[config.mk]
export PLATFORM = sky130hd
export DESIGN_NAME = jesd204_event_sched_flat
export DESIGN_NICKNAME = d
export VERILOG_FILES = /design/src/rtl/jesd204_event_sched_pkg.sv /design/src/rtl/jesd204_event_sched_if.sv /design/src/rtl/jesd204_rr_arbiter.sv /design/src/rtl/jesd204_event_sched.sv /design/src/flat_wrapper.sv
export SDC_FILE = /design/constraint.sdc
export NUM_CORES = 1
export LEC_CHECK = 0
export ABC_AREA = 0
export BUFFER_PORTS_ARGS = -buffer_cell sky130_fd_sc_hd__buf_2
export CAP_MARGIN = 5
export CORE_MARGIN = 4
export CORE_UTILIZATION = 48
export DETAILED_ROUTE_END_ITERATION = 7
export HOLD_SLACK_MARGIN = 0.1
export MAX_ROUTING_LAYER = met4
export PLACE_DENSITY_LB_ADDON = 0.25
export SYNTH_ARGS = -nofsm -noshare
export SYNTH_HDL_FRONTEND = slang
export SYNTH_SLANG_ARGS = --single-unit
[constraint.sdc]
create_clock -name clk -period 2.25 [get_ports clk]
set_input_delay 0.1125 -clock clk [delete_from_list [all_inputs] [get_ports clk]]
set_output_delay 0.1125 -clock clk [all_outputs]
set_load 0.05 [all_outputs]
[src/rtl/jesd204_event_sched_pkg.sv]
// Shared types for the JESD204 LMFC-aligned event scheduler: FSM state
// encoding and the issued-event index width helper.
package jesd204_event_sched_pkg;

    localparam int MAX_EVENTS = 16;

    typedef enum logic [1:0] {
        ST_IDLE    = 2'd0,
        ST_ARMED   = 2'd1,
        ST_FIRE    = 2'd2,
        ST_HOLDOFF = 2'd3
    } state_t;

    // Index width for n requesters; never narrower than one bit.
    function automatic int id_width(input int n);
        if (n <= 1) begin
            return 1;
        end else begin
            return $clog2(n);
        end
    endfunction

endpackage

[src/rtl/jesd204_event_sched_if.sv]
// Request/config/status bundle of the event scheduler; master drives the
// requests and configuration, slave is the scheduler itself.
interface jesd204_event_sched_if
    import jesd204_event_sched_pkg::*;
#(
    parameter int NUM_OF_EVENTS = 4,
    parameter int HOLDOFF_WIDTH = 4
);
    localparam int ID_W = id_width(NUM_OF_EVENTS);

    logic                     lmfc_edge;
    logic [NUM_OF_EVENTS-1:0] in_event;
    logic [NUM_OF_EVENTS-1:0] cfg_event_mask;
    logic [HOLDOFF_WIDTH-1:0] cfg_holdoff;
    logic                     cfg_overflow_clear;
    logic [NUM_OF_EVENTS-1:0] out_event;
    logic [ID_W-1:0]          out_id;
    logic [NUM_OF_EVENTS-1:0] status_pending;
    logic [NUM_OF_EVENTS-1:0] status_overflow;

    modport master (
        output lmfc_edge, in_event, cfg_event_mask, cfg_holdoff, cfg_overflow_clear,
        input  out_event, out_id, status_pending, status_overflow
    );

    modport slave (
        input  lmfc_edge, in_event, cfg_event_mask, cfg_holdoff, cfg_overflow_clear,
        output out_event, out_id, status_pending, status_overflow
    );

endinterface

[src/rtl/jesd204_rr_arbiter.sv]
// Round-robin pick over N request bits starting just above the last-granted
// index; the pointer moves to the current pick when advance is high.
module jesd204_rr_arbiter
    import jesd204_event_sched_pkg::*;
#(
    parameter  int N    = 4,
    localparam int ID_W = id_width(N)
) (
    input  logic            clk,
    input  logic            reset,
    input  logic [N-1:0]    req,
    input  logic            advance,
    output logic [N-1:0]    grant,
    output logic [ID_W-1:0] grant_id
);

    logic [ID_W-1:0] last_q;
    logic [ID_W-1:0] last_d;
    logic [ID_W-1:0] idx_s;
    logic            found_s;

    // Scan from last+1 upward with wrap; first pending bit wins.
    always_comb begin
        grant    = '0;
        grant_id = '0;
        found_s  = 1'b0;
        idx_s    = '0;
        for (int k = 1; k <= N; k++) begin
            idx_s = ID_W'((int'(last_q) + k) % N);
            if (!found_s && req[idx_s]) begin
                found_s      = 1'b1;
                grant[idx_s] = 1'b1;
                grant_id     = idx_s;
            end else begin
                found_s = found_s;
            end
        end
    end

    always_comb begin
        if (advance) begin
            last_d = grant_id;
        end else begin
            last_d = last_q;
        end
    end

    // After reset index N-1 counts as last granted, so index 0 goes first.
    always_ff @(posedge clk) begin
        if (reset) begin
            last_q <= ID_W'(N - 1);
        end else begin
            last_q <= last_d;
        end
    end

endmodule

[src/rtl/jesd204_event_sched.sv]
// LMFC-aligned single-event scheduler with round-robin fairness and hold-off.
// Optional feature macro: JESD204_EVENT_SCHED_OVERFLOW_EN (sticky overflow).
module jesd204_event_sched
    import jesd204_event_sched_pkg::*;
#(
    parameter int NUM_OF_EVENTS = 4,
    parameter int HOLDOFF_WIDTH = 4
) (
    input  logic                  clk,
    input  logic                  reset,
    jesd204_event_sched_if.slave  bus
);

    localparam int N    = NUM_OF_EVENTS;
    localparam int ID_W = id_width(N);

    state_t             state_q, state_d;
    logic [N-1:0]       pend_q, pend_d;
    logic [N-1:0]       out_event_q, out_event_d;
    logic [ID_W-1:0]    out_id_q, out_id_d;
    logic [HOLDOFF_WIDTH-1:0] cnt_q, cnt_d;

    logic [N-1:0]       issue_s;
    logic [N-1:0]       set_s;
    logic [N-1:0]       req_s;
    logic [N-1:0]       grant_s;
    logic [ID_W-1:0]    grant_id_s;
    logic               advance_s;

    // The issued bit is the registered one-hot shown during FIRE; a new
    // request on that same bit survives because set is OR-ed in afterwards.
    assign issue_s = (state_q == ST_FIRE) ? out_event_q : '0;
    assign set_s   = bus.in_event & bus.cfg_event_mask;
    assign pend_d  = ((pend_q & ~issue_s) | set_s) & bus.cfg_event_mask;
    assign req_s   = pend_q & bus.cfg_event_mask;

    jesd204_rr_arbiter #(.N(N)) u_arb (
        .clk      (clk),
        .reset    (reset),
        .req      (req_s),
        .advance  (advance_s),
        .grant    (grant_s),
        .grant_id (grant_id_s)
    );

    always_comb begin
        state_d     = state_q;
        cnt_d       = cnt_q;
        out_event_d = '0;
        out_id_d    = '0;
        advance_s   = 1'b0;
        case (state_q)
            ST_IDLE: begin
                if (pend_d != '0) begin
                    state_d = ST_ARMED;
                end else begin
                    state_d = ST_IDLE;
                end
            end
            ST_ARMED: begin
                if (bus.lmfc_edge && (req_s != '0)) begin
                    state_d     = ST_FIRE;
                    out_event_d = grant_s;
                    out_id_d    = grant_id_s;
                    advance_s   = 1'b1;
                end else if (pend_d == '0) begin
                    state_d = ST_IDLE;
                end else begin
                    state_d = ST_ARMED;
                end
            end
            ST_FIRE: begin
                if (bus.cfg_holdoff != '0) begin
                    state_d = ST_HOLDOFF;
                    cnt_d   = bus.cfg_holdoff - HOLDOFF_WIDTH'(1);
                end else if (pend_d != '0) begin
                    state_d = ST_ARMED;
                end else begin
                    state_d = ST_IDLE;
                end
            end
            ST_HOLDOFF: begin
                if (cnt_q != '0) begin
                    cnt_d = cnt_q - HOLDOFF_WIDTH'(1);
                end else if (pend_d != '0) begin
                    state_d = ST_ARMED;
                end else begin
                    state_d = ST_IDLE;
                end
            end
            default: begin
                state_d = ST_IDLE;
            end
        endcase
    end

    always_ff @(posedge clk) begin
        if (reset) begin
            state_q     <= ST_IDLE;
            pend_q      <= '0;
            out_event_q <= '0;
            out_id_q    <= '0;
            cnt_q       <= '0;
        end else begin
            state_q     <= state_d;
            pend_q      <= pend_d;
            out_event_q <= out_event_d;
            out_id_q    <= out_id_d;
            cnt_q       <= cnt_d;
        end
    end

    assign bus.out_event      = out_event_q;
    assign bus.out_id         = out_id_q;
    assign bus.status_pending = pend_q;

`ifdef JESD204_EVENT_SCHED_OVERFLOW_EN
    logic [N-1:0] ovf_q, ovf_d;

    // Set has priority over a simultaneous clear.
    assign ovf_d = (ovf_q & ~{N{bus.cfg_overflow_clear}}) | (set_s & pend_q & ~issue_s);

    always_ff @(posedge clk) begin
        if (reset) begin
            ovf_q <= '0;
        end else begin
            ovf_q <= ovf_d;
        end
    end

    assign bus.status_overflow = ovf_q;
`else
    logic ovf_clear_unused_s;
    assign ovf_clear_unused_s  = bus.cfg_overflow_clear;
    assign bus.status_overflow = '0;
`endif

endmodule
[src/flat_wrapper.sv]
// flat-port wrapper written by rule: the top's interface ports become plain ports
module jesd204_event_sched_flat import jesd204_event_sched_pkg::*;
#(
    parameter int NUM_OF_EVENTS = 4,
    parameter int HOLDOFF_WIDTH = 4
)
  (clk, reset, bus_lmfc_edge, bus_in_event, bus_cfg_event_mask, bus_cfg_holdoff, bus_cfg_overflow_clear, bus_out_event, bus_out_id, bus_status_pending, bus_status_overflow);
  jesd204_event_sched_if #(.NUM_OF_EVENTS(NUM_OF_EVENTS), .HOLDOFF_WIDTH(HOLDOFF_WIDTH)) bus_i ();
  input  logic clk;
  input  logic reset;
  input wire logic [$bits(bus_i.lmfc_edge)-1:0] bus_lmfc_edge;
  input wire logic [$bits(bus_i.in_event)-1:0] bus_in_event;
  input wire logic [$bits(bus_i.cfg_event_mask)-1:0] bus_cfg_event_mask;
  input wire logic [$bits(bus_i.cfg_holdoff)-1:0] bus_cfg_holdoff;
  input wire logic [$bits(bus_i.cfg_overflow_clear)-1:0] bus_cfg_overflow_clear;
  output wire logic [$bits(bus_i.out_event)-1:0] bus_out_event;
  output wire logic [$bits(bus_i.out_id)-1:0] bus_out_id;
  output wire logic [$bits(bus_i.status_pending)-1:0] bus_status_pending;
  output wire logic [$bits(bus_i.status_overflow)-1:0] bus_status_overflow;
  assign bus_i.lmfc_edge = bus_lmfc_edge;
  assign bus_i.in_event = bus_in_event;
  assign bus_i.cfg_event_mask = bus_cfg_event_mask;
  assign bus_i.cfg_holdoff = bus_cfg_holdoff;
  assign bus_i.cfg_overflow_clear = bus_cfg_overflow_clear;
  assign bus_out_event = bus_i.out_event;
  assign bus_out_id = bus_i.out_id;
  assign bus_status_pending = bus_i.status_pending;
  assign bus_status_overflow = bus_i.status_overflow;
  jesd204_event_sched #(.NUM_OF_EVENTS(NUM_OF_EVENTS), .HOLDOFF_WIDTH(HOLDOFF_WIDTH)) u_core (.clk(clk), .reset(reset), .bus(bus_i));
endmodule
After elaboration in Yosys (flattened, before gate mapping). Cells that the tools add are included.

Memories kept: 0. Word-level logic and storage cells: 96. Memory bits (writable): 0. Register bits after elaboration: 18. Bits in read-only memories: 0. Bits in latches: 0.

$mul: 0. Reductions and logical operators: 20. Add/sub/neg operators: 6. Multiplexer cells: 39. Magnitude comparators: 8. Divide/modulo/power cells: 0. Bitwise gates (word level): 11. Equal/unequal tests: 6. Shift operators: 0.

Operators by type and width (count): 2-to-1 mux 4 bit (7); AND 4 bit (4); OR 4 bit (4); nonzero test 4 bit (4); 2-to-1 mux 1 bit (15); 2-to-1 mux 2 bit (7); < comparator 2 x 3 -> 1 bit (second input constant) (4); binary-select mux 1 bit (select 2 bit) (4); demux 1 bit (select 2 bit) (4); greater-or-equal comparator 2 x 1 -> 1 bit (second input constant) (4); logical AND 1 bit (8); case mux 2 bit (4 select lines) (1); case mux 4 bit (2 select lines) (1); subtractor 4 x 1 -> 4 bit (second input constant) (2); adder 2 x 1 -> 2 bit (second input constant) (2); adder 2 bit (second input constant) (2); equality test 2 bit (second input constant) (2); logical NOT 4 bit (1); inequality test 2 bit (second input constant) (2); NOT 4 bit (1); logical NOT 1 bit (3); AND reduction 3 bit (1); OR reduction 3 bit (1); equality test 2 x 1 -> 1 bit (second input constant) (1); 4 further kinds (5).

Longest topological paths before layout. Gate-level depths: netlist of run 1.

Depth after elaboration: 13. Gate-level depth with buffers: 9. Depth with buffers taken out: 7.

Cells and area by module. Synthesis of run 1 repeated with hierarchy kept, for this count alone.

Cell total of the unflattened synthesis: 163. Area, all modules: 1433.9 um^2.

Modules (own cells, without submodules): jesd204_event_sched (instances 1, area an instance 807.0 um^2, cells each 92); jesd204_rr_arbiter (instances 1, area an instance 626.9 um^2, cells each 71).

Least setup slack after synthesis of run 1. OpenSTA, ideal clock, no wires.

Path kind: register -> register. Start point: register u_core.u_arb.last_q[0]. End point: register u_core.u_arb.last_q[0]. Arrival: 2.096 ns. Setup time: 0.144 ns. Stages on the path, launching flop included: 10. Data required time: 2.106 ns. Slack: 0.011 ns. Cell sequence: dfxtp_1 > buf_2 > buf_2 > inv_1 > ha_1 > nand4b_1 > o22ai_1 > o31ai_1 > and3b_1 > a221oi_2.

Cells in the longest elaborated chain, start to end: 13. Elaborated cells on any way between the ends: 25. Classes of those cells: 4 x add/sub; 15 x mux; 6 x reduce/logical.

RTL lines: from (decl) (RTL line jesd204_rr_arbiter.sv:17) `logic [ID_W-1:0] last_q;`; from (signal assigned) (RTL line jesd204_rr_arbiter.sv:51) `last_q <= ID_W'(N - 1);`; from (signal assigned) (RTL line jesd204_rr_arbiter.sv:53) `last_q <= last_d;`; adder 2 x 1 -> 2 bit (RTL line jesd204_rr_arbiter.sv:29) `idx_s = ID_W'((int'(last_q) + k) % N);`; binary-select mux 1 bit (select 2 bit) (RTL line jesd204_rr_arbiter.sv:30) `if (!found_s && req[idx_s]) begin`; 2-to-1 mux 1 bit (not written as such) (RTL line jesd204_rr_arbiter.sv:30); 2-to-1 mux 1 bit (RTL line jesd204_rr_arbiter.sv:30); logical NOT 1 bit (RTL line jesd204_rr_arbiter.sv:30); logical AND 1 bit (RTL line jesd204_rr_arbiter.sv:30); 2-to-1 mux 1 bit (RTL line jesd204_rr_arbiter.sv:30); logical NOT 1 bit (RTL line jesd204_rr_arbiter.sv:30); logical AND 1 bit (RTL line jesd204_rr_arbiter.sv:30); 2-to-1 mux 1 bit (RTL line jesd204_rr_arbiter.sv:30); logical NOT 1 bit (RTL line jesd204_rr_arbiter.sv:30); logical AND 1 bit (RTL line jesd204_rr_arbiter.sv:30); 2-to-1 mux 2 bit (*) (RTL line jesd204_rr_arbiter.sv:30).

Mark *: on every way between the ends. The rest lies on a longest branch, timed or not. The select of a mux whose other input is x is not followed. A chain may end at the register's enable or synchronous reset.

Worst setup path after layout of run 1.
Start point: register u_core.state_q[0]. End point: register u_core.cnt_q[2].

Cells in the longest elaborated chain, start to end: 3. Elaborated cells on any way between the ends: 7. Classes of those cells: 4 x eq/ne; 1 x mux; 2 x reduce/logical.

RTL lines: from (decl) (RTL line jesd204_event_sched.sv:17) `state_t state_q, state_d;`; from (signal assigned) (RTL line jesd204_event_sched.sv:105) `state_q <= state_d;`; equality test 2 bit (RTL line jesd204_event_sched.sv:52) `case (state_q)`; inequality test 2 bit (no line), or another cell as far along; AND reduction 3 bit (no line); to (signal assigned) (RTL line jesd204_event_sched.sv:109) `cnt_q <= cnt_d;`; to (decl) (RTL line jesd204_event_sched.sv:21) `logic [HOLDOFF_WIDTH-1:0] cnt_q, cnt_d;`.

Several ways; a longest one is shown, not always the timed one.

==> impl_metrics.ini, run 1 <==
[outcome]
status = complete, no violations

[finish]
drive_gt1_share_pct = 25.7
nets = 212
syn2layout_area_growth_pct = 17.1
fillers = 236
mostFrequentLayoutCells = buf_2 (24), dfxtp_1 (18), nor2_1 (15)
final_common_cell = buf_2
num_antenna_cells = 0
multi_input_area_um2 = 912
ff_latch_area_um2 = 360

[critical_path]
cp.buffers_inverters = 0
reg2reg_from = u_core.state_q[0]
path_max_fanout = 8
crit_path_max_incr_delay_ns = 0.40
start_kind = flip-flop
endpoint_kind = flip-flop
cp_slowest_cell = dfxtp_1
critPathRequiredTime_ns = 2.50
crit_path_frequent_cell = a21oi_1
crit_start = u_core.state_q[0]
crit_family = compound AO/OA/AOI/OAI gates
crit_path_cell_trace = ha_1, o41ai_2, a22oi_2, nor4bb_1, a21oi_1, a21oi_1
critPathKind = flip-flop to flip-flop
cp.arrival_ns = 2.27

[detailed_routing]
totalWireLength_mm = 3.24
dr.first_iter.drc_count = 63
num_vias = 1294
avgViaCountPerCell = 5.96
routedWlPerCell_um = 14.9
first_pass_iters = 4
drc_errors = 0
antenna_left = 0

[power]
p_leak_nw = 0.621
p_total_w = 0.000813
power.internal_w = 0.000533
switchingPower_w = 0.000280
vdd_drop_max_v = 0.000348
p_sw_share_pct = 34.5
clkPwrFrac_pct = 25.9
pwr-share-comb_pct = 32.1
power_density_mw_per_mm2 = 516
pwr-share-seq_pct = 42.0

[synthesis]
synth-seq-area-share_pct = 26.8
synth_largest_area_cell = dfxtp_1
synthArstFlopShare_pct = 0
synth_edf_count = 0
netlist_area_mm2 = 0.00135
syn_inst = 156
synth_area_leaders = dfxtp_1 (27%), ha_1 (7.4%), nor2_1 (4.2%)
ys_ff_latch = 18
yosys_warnings = 0
yosys_most_used_dff = dfxtp_1
synth_top_area_share_pct = 26.8
syn_area_per_cell_um2 = 8.62
ys_types = 50

[cts]
insertion_delay_ns = 0.31
cts_buffers = 3
htreeDepth = 1
cts.sinks = 18
postCtsSetupRepairBufs = 0
cts_buffer_depth = 2
cts_root_buf = clkbuf_4
cts_tree = yes
clk_pin_slew_ns = 0.12

[global_route]
grt_max_degree = 19
grt_pass1_vias = 1224
grt_use_met1_pct = 26.2
top_usage_layer = met2
use_met3_pct = 2.98
grt-ovfl-total = 0
grt_pass1_wl_mm = 5.48
gr-usage-met2_pct = 32.1
antenna_found_initial = 0
grtUsageTotal_pct = 20.3

[floorplan]
design.core.area_mm2 = 0.00257
die_h_um = 60.9
io_pins = 30
rows = 18
dieWidth_um = 60.9
initial_core_util_pct = 52.4
die-area_mm2 = 0.00371

[worst_hold_path]
hold_path.class = input port to flip-flop
min_from = bus_cfg_event_mask[3]

[timing]
setup_viol = 0
setup_ws_ns = 0.230
drv_slew = 0
fin_crit_sh_pct = 89.8
setup_tns_ns = 0
fin_skew_ns = 0.00872
tightest_slew_ns = 0.657
rsz0062_at_grt = no
hold_violations = 0
period_needed_ns = 2.02
timing.fmax_ghz = 0.495
relSlewSlack_pct = 56.1

[placement]
gp_congestion = 0.898
dp_slack_ns = 0.270
port_buffers = 24
dp_hpwl_mm = 2.47

[job]
maxCapViolCount = 0
-- layout make-up --
cell class              count  area share [%]
repair buffers             34            13.3
flip-flops and latches     18            22.9
clock buffers               4            2.30
inverters                   5            1.19
well taps                  30            2.38
multi-input cells         126            57.9
-- metrics by stage --
step,std cells,util [%],hold slack [ns],area (um2)
after floorplan,159,-,0.262,1360
after global placement,207,57.6,0.389,1480
after detailed placement,207,57.6,0.398,1480
after CTS,216,61.0,0.103,1570
after global routing,217,61.4,0.108,1580
final,217,61.4,0.111,1580
-- worst paths after layout --
check	end	slack [ns]	depth (start not counted)
worst max-delay path	u_core.cnt_q[2]	0.23	6
worst min-delay path	u_core.bus.status_pending[3]	0.11	3
worst max register to register	u_core.cnt_q[2]	0.23	6
worst min register to register	u_core.cnt_q[3]	0.48	2
-- what timing repair did --
action	CTS	global route
endpoints found under the hold margin	4	1
gates resized for setup	0	0
endpoints found under the setup margin	0	0
hold buffers	5	1
-- cell families after synthesis --
group                      synth area share [%]
and+or+nand+nor                            26.9
AOI/OAI and AO/OA                          26.0
DFF                                        26.8
buffers and inverters                      6.23
adders and majority gates                  7.44
muxes                                      6.33
other                                     0.279
-- cell usage after synthesis, types with 2 or more instances --
library cell	n
nand2_1	13
inv_1	5
ha_1	8
mux2i_1	4
mux4_2	2
a211oi_1	2
a21oi_1	3
o21ai_0	6
buf_2	4
dfxtp_1	18
o21ai_1	4
nand2b_1	3
nor3b_1	5
buf_4	4
a21boi_0	5
nand4_1	4
nor2_1	15
nor4_1	4
o221ai_1	5
nor3_1	4
a311oi_1	2
and2_4	2
o31ai_1	3
o22ai_1	2
and2_0	4
-- worst min-delay path, stage by stage --
cell	delay, ns
buf_2	0.13
o21ai_0	0.10
nor2_1	0.05
-- metal layers --
metal | vias to the layer above | part of all wire [%]
li1 | 646 | -
met1 | 601 | 47
met2 | 42 | 46
met3 | 5 | 5.8
met4 | 0 | 1.4
met5 | - | 0
-- sequential cells by signal, summed over array words and instances (netlist names) --
register,flops
u_core.bus.out_event,4
u_core.bus.status_pending,4
u_core.cnt_q,4
u_core.bus.out_id,2
u_core.state_q,2
u_core.u_arb.last_q,2
-- power groups by stage --
stage / combinational (W) / clock (W) / sequential (W)
after CTS: 0.000257 / 0.000216 / 0.000341
after global routing: 0.000285 / 0.000231 / 0.000344
final: 0.000261 / 0.000211 / 0.000341
after floorplan: 0.000183 / 0 / 0.000362
after detailed placement: 0.000249 / 0 / 0.000348
after global placement: 0.000243 / 0 / 0.000348
(Power assumes the default switching activity.)
==> inputs of run 2 (changes only) <==
--- a/config.mk
+++ b/config.mk
@@ -10,6 +10,7 @@
 export CAP_MARGIN = 5
 export CORE_MARGIN = 4
 export CORE_UTILIZATION = 48
+export CTS_BUF_LIST = sky130_fd_sc_hd__clkbuf_16
 export DETAILED_ROUTE_END_ITERATION = 7
 export HOLD_SLACK_MARGIN = 0.1
 export MAX_ROUTING_LAYER = met4
==> run 2 against run 1 <==
Compared with the run above: first-iteration DRC count decreased by 35%; total power increased by 18%; clock-buffer cell count decreased by 1; hold slack improved by 0.023 ns; maximum frequency increased by 0.74%; routed wire length decreased by 0.37%; critical path type unchanged; clock skew decreased by 0.0053 ns; clock power increased by 72%; sequential power about the same; register-to-register slack about the same; sequential share of layout area increased by 0.26 points; combinational power decreased by 3%.
==> impl_metrics.ini, run 2 (synthesis gave the netlist of run 1 again) <==
[timing]
setup_viol = 0
rsz0062_at_grt = no
period_needed_ns = 2.01
setup_ws_ns = 0.245
tightest_slew_ns = 0.658
fin_crit_sh_pct = 89.1
drv_slew = 0
relSlewSlack_pct = 56.0
fin_skew_ns = 0.00344
setup_tns_ns = 0
hold_violations = 0
whs_ns = 0.134
timing.fmax_ghz = 0.499

[critical_path]
start_kind = flip-flop
cp.arrival_ns = 2.10
critPathRequiredTime_ns = 2.35
critPathKind = flip-flop to flip-flop
reg2regPathDepth = 7
reg2reg_from = u_core.u_arb.last_q[0]
endpoint_kind = flip-flop
crit_start = u_core.u_arb.last_q[0]
path_max_fanout = 8
r2r_slack_ns = 0.24
crit_end = u_core.bus.out_event[1]
reg2reg_to = u_core.bus.out_event[1]

[global_route]
grtUsageTotal_pct = 20.0
grt_pass1_wl_mm = 5.40
grt_max_degree = 19
antenna_found_initial = 0
grt_pass1_vias = 1212
grt-ovfl-total = 0

[cts]
cts_root_buf = clkbuf_16
cts.sinks = 18
cts_tree = yes
clk_pin_slew_ns = 0.05
postCtsSetupRepairBufs = 0
cts_buffers = 3
insertion_delay_ns = 0.25
cts_buffer_depth = 2
htreeDepth = 1
hold_buffers = 0
cts_resized = 0

[power]
p_sw_share_pct = 30.8
p_leak_nw = 0.615
switchingPower_w = 0.000295
vdd_drop_max_v = 0.000362
clkPwrFrac_pct = 37.9
pwr-share-comb_pct = 26.5
power_density_mw_per_mm2 = 616
power.internal_w = 0.000664
pwr-share-seq_pct = 35.6

[outcome]
status = complete, no violations

[floorplan]
die-area_mm2 = 0.00371
initial_core_util_pct = 52.4
dieWidth_um = 60.9
design.core.area_mm2 = 0.00257
rows = 18
die_h_um = 60.9
io_pins = 30

[finish]
final_common_cell = buf_2
syn2layout_area_growth_pct = 15.8
nets = 206
num_antenna_cells = 0
drive_gt1_share_pct = 26.0
mostFrequentLayoutCells = buf_2 (24), dfxtp_1 (18), nor2_1 (15)

[detailed_routing]
antenna_left = 0
num_vias = 1251
drc_errors = 0
dr.first_iter.drc_count = 41
routedWlPerCell_um = 15.3
totalWireLength_mm = 3.23
avgViaCountPerCell = 5.93
first_pass_iters = 4

[placement]
port_buffers = 24
dp_slack_ns = 0.270
dp_hpwl_mm = 2.47
gp_congestion = 0.898

[worst_hold_path]
hold_path.class = input port to flip-flop
min_from = bus_cfg_holdoff[3]

[job]
maxCapViolCount = 0
==> run 2: metal layers <==
layer | up-vias | GRT usage, % | routed length, um
met5 | - | - | 0
met4 | 0 | 7.43 | 54
met3 | 5 | 2.98 | 172
met2 | 33 | 31.8 | 1470
met1 | 582 | 25.7 | 1530
li1 | 631 | - | -
==> run 2: worst min-delay path by stage <==
| stage | to | depth (start not counted) |
|---|---|---|
| after detailed placement | u_core.cnt_q[3] | 3 |
| final | u_core.cnt_q[3] | 3 |
| after global routing | u_core.cnt_q[3] | 3 |
| after floorplan | u_core.cnt_q[3] | 2 |
| after CTS | u_core.cnt_q[3] | 3 |
| after global placement | u_core.cnt_q[3] | 3 |
==> run 2: final cells by class <==
type                    instances  area (um2)
fillers                       233        1010
multi-input cells             126         912
flip-flops and latches         18         360
repair buffers                 28         150
clock buffers                   3        75.1
well taps                      30        37.5
inverters                       5        18.8
clock inverters                 1        3.75
==> run 2: through the flow <==
step	cell area (um2)	total power, W	instances	utilization (%)
6_report	1560	0.000959	211	60.7
2_1_floorplan	1360	0.000546	159	-
3_5_place_dp	1480	0.000598	207	57.6
3_3_place_gp	1480	0.000591	207	57.6
5_1_grt	1560	0.00100	211	60.7
4_1_cts	1560	0.000965	211	60.7
==> run 2: power groups by stage <==
stage	clock [W]	combinational [W]	sequential [W]
detailed placement	0	0.000249	0.000348
global route	0.000380	0.000276	0.000344
global placement	0	0.000243	0.000348
finish	0.000363	0.000254	0.000342
floorplan	0	0.000183	0.000362
CTS	0.000372	0.000251	0.000342
==> run 2: critical path: stages (launching register included) <==
cell	delay (ns)
dfxtp_1	0.33
inv_1	0.08
ha_1	0.42
nand4b_1	0.15
o22ai_1	0.08
o31ai_1	0.44
buf_4	0.22
o221ai_1	0.14
==> inputs of run 3 (changes only) <==
--- a/config.mk
+++ b/config.mk
@@ -15,6 +15,7 @@
 export HOLD_SLACK_MARGIN = 0.1
 export MAX_ROUTING_LAYER = met4
 export PLACE_DENSITY_LB_ADDON = 0.25
+export RECOVER_POWER = 25
 export SYNTH_ARGS = -nofsm -noshare
 export SYNTH_HDL_FRONTEND = slang
 export SYNTH_SLANG_ARGS = --single-unit
==> run 3 against run 2 <==
Compared with the run above: die area did not move; hold slack improved by 0.00060 ns; via count rose by 0.72%; clock power barely moved; critical path depth fell by 1; highest routed layer unchanged.
==> impl_metrics.ini, run 3 (synthesis gave the netlist of run 1 again) <==
[cts]
hold_buffers = 0
postCtsSetupRepairBufs = 0
clk_pin_slew_ns = 0.05
cts_resized = 0
cts_root_buf = clkbuf_16
cts_buffers = 3
cts.sinks = 18
htreeDepth = 1
cts_tree = yes
cts_buffer_depth = 2
insertion_delay_ns = 0.25

[placement]
gp_congestion = 0.898
dp_slack_ns = 0.270
port_buffers = 24
dp_hpwl_mm = 2.47

[critical_path]
cp.arrival_ns = 2.18
reg2reg_from = u_core.state_q[1]
start_kind = flip-flop
path_max_fanout = 8
critPathKind = flip-flop to flip-flop
endpoint_kind = flip-flop
critPathRequiredTime_ns = 2.43
crit_start = u_core.state_q[1]

[detailed_routing]
totalWireLength_mm = 3.20
routedWlPerCell_um = 15.2
num_vias = 1260
antenna_left = 0
first_pass_iters = 4
drc_errors = 0
avgViaCountPerCell = 5.97
dr.first_iter.drc_count = 39

[power]
p_leak_nw = 0.584
vdd_drop_max_v = 0.000362
power.internal_w = 0.000664
pwr-share-seq_pct = 35.7
pwr-share-comb_pct = 26.4
clkPwrFrac_pct = 37.9
switchingPower_w = 0.000293
power_density_mw_per_mm2 = 618
p_sw_share_pct = 30.6

[finish]
final_common_cell = dfxtp_1
drive_gt1_share_pct = 22.1
mostFrequentLayoutCells = dfxtp_1 (18), buf_2 (17), nor2_1 (15)
syn2layout_area_growth_pct = 15.2
nets = 206
num_antenna_cells = 0

[timing]
period_needed_ns = 2.00
fin_skew_ns = 0.00281
setup_viol = 0
rsz0062_at_grt = no
tightest_slew_ns = 0.670
setup_tns_ns = 0
drv_slew = 0
setup_ws_ns = 0.252
fin_crit_sh_pct = 88.8
timing.fmax_ghz = 0.500
hold_violations = 0
relSlewSlack_pct = 55.2
whs_ns = 0.135

[floorplan]
design.core.area_mm2 = 0.00257
io_pins = 30
initial_core_util_pct = 52.4
rows = 18
die-area_mm2 = 0.00371
dieWidth_um = 60.9
die_h_um = 60.9

[global_route]
grt_pass1_vias = 1212
grt_pass1_wl_mm = 5.40
grt-ovfl-total = 0
grt_max_degree = 19
grtUsageTotal_pct = 20.0
antenna_found_initial = 0

[outcome]
status = complete, no violations

[worst_hold_path]
min_from = bus_cfg_holdoff[3]
hold_path.class = input port to flip-flop

[job]
maxCapViolCount = 0
## run 3: changes by cell type in the layout (fill, tap and decap cells not counted)
cell,before,now
buf_2,24,17
clkbuf_1,0,7
## run 3: final timing paths
check                     to  slack [ns]  cells past startpoint
min          u_core.cnt_q[3]        0.13                      3
min reg2reg  u_core.cnt_q[3]        0.48                      2
max reg2reg  u_core.cnt_q[2]        0.25                      6
max          u_core.cnt_q[2]        0.25                      6
## run 3: area by class of cell
class / instances / area [um2]
Clock inverter: 1 / 3.75
Tap cell: 30 / 37.5
Clock buffer: 3 / 75.1
Timing Repair Buffer: 28 / 141
Sequential cell: 18 / 360
Fill cell: 236 / 1020
Multi-Input combinational cell: 126 / 912
Inverter: 5 / 18.8
## run 3: stage by stage
stage	util (%)	total power [W]	cells	area [um2]
2_1_floorplan	-	0.000546	159	1360
3_3_place_gp	57.6	0.000591	207	1480
3_5_place_dp	57.6	0.000598	207	1480
4_1_cts	60.7	0.000965	211	1560
5_1_grt	60.3	0.00100	211	1550
6_report	60.3	0.000957	211	1550
## run 3: power by group through the flow
| stage | registers [W] | logic [W] | clock network [W] |
|---|---|---|---|
| 2_1_floorplan | 0.000362 | 0.000183 | 0 |
| 6_report | 0.000342 | 0.000253 | 0.000363 |
| 3_3_place_gp | 0.000348 | 0.000243 | 0 |
| 4_1_cts | 0.000342 | 0.000251 | 0.000372 |
| 3_5_place_dp | 0.000348 | 0.000249 | 0 |
| 5_1_grt | 0.000344 | 0.000276 | 0.000380 |
## run 3: critical path, cell delays in order (launching register included)
cell and delay [ns]:
dfxtp_1 0.38, ha_1 0.39, o41ai_2 0.21, a22oi_2 0.36, nor4bb_1 0.38, a21oi_1 0.08
a21oi_1 0.13
## run 3: routing by layer
metal / track usage, % / wire, um / up-vias / share of wire (%)
li1: - / - / 632 / -
met1: 25.7 / 1500 / 588 / 47
met2: 31.8 / 1480 / 35 / 46
met3: 2.98 / 166 / 5 / 5.2
met4: 7.43 / 54 / 0 / 1.7
met5: - / 0 / - / 0
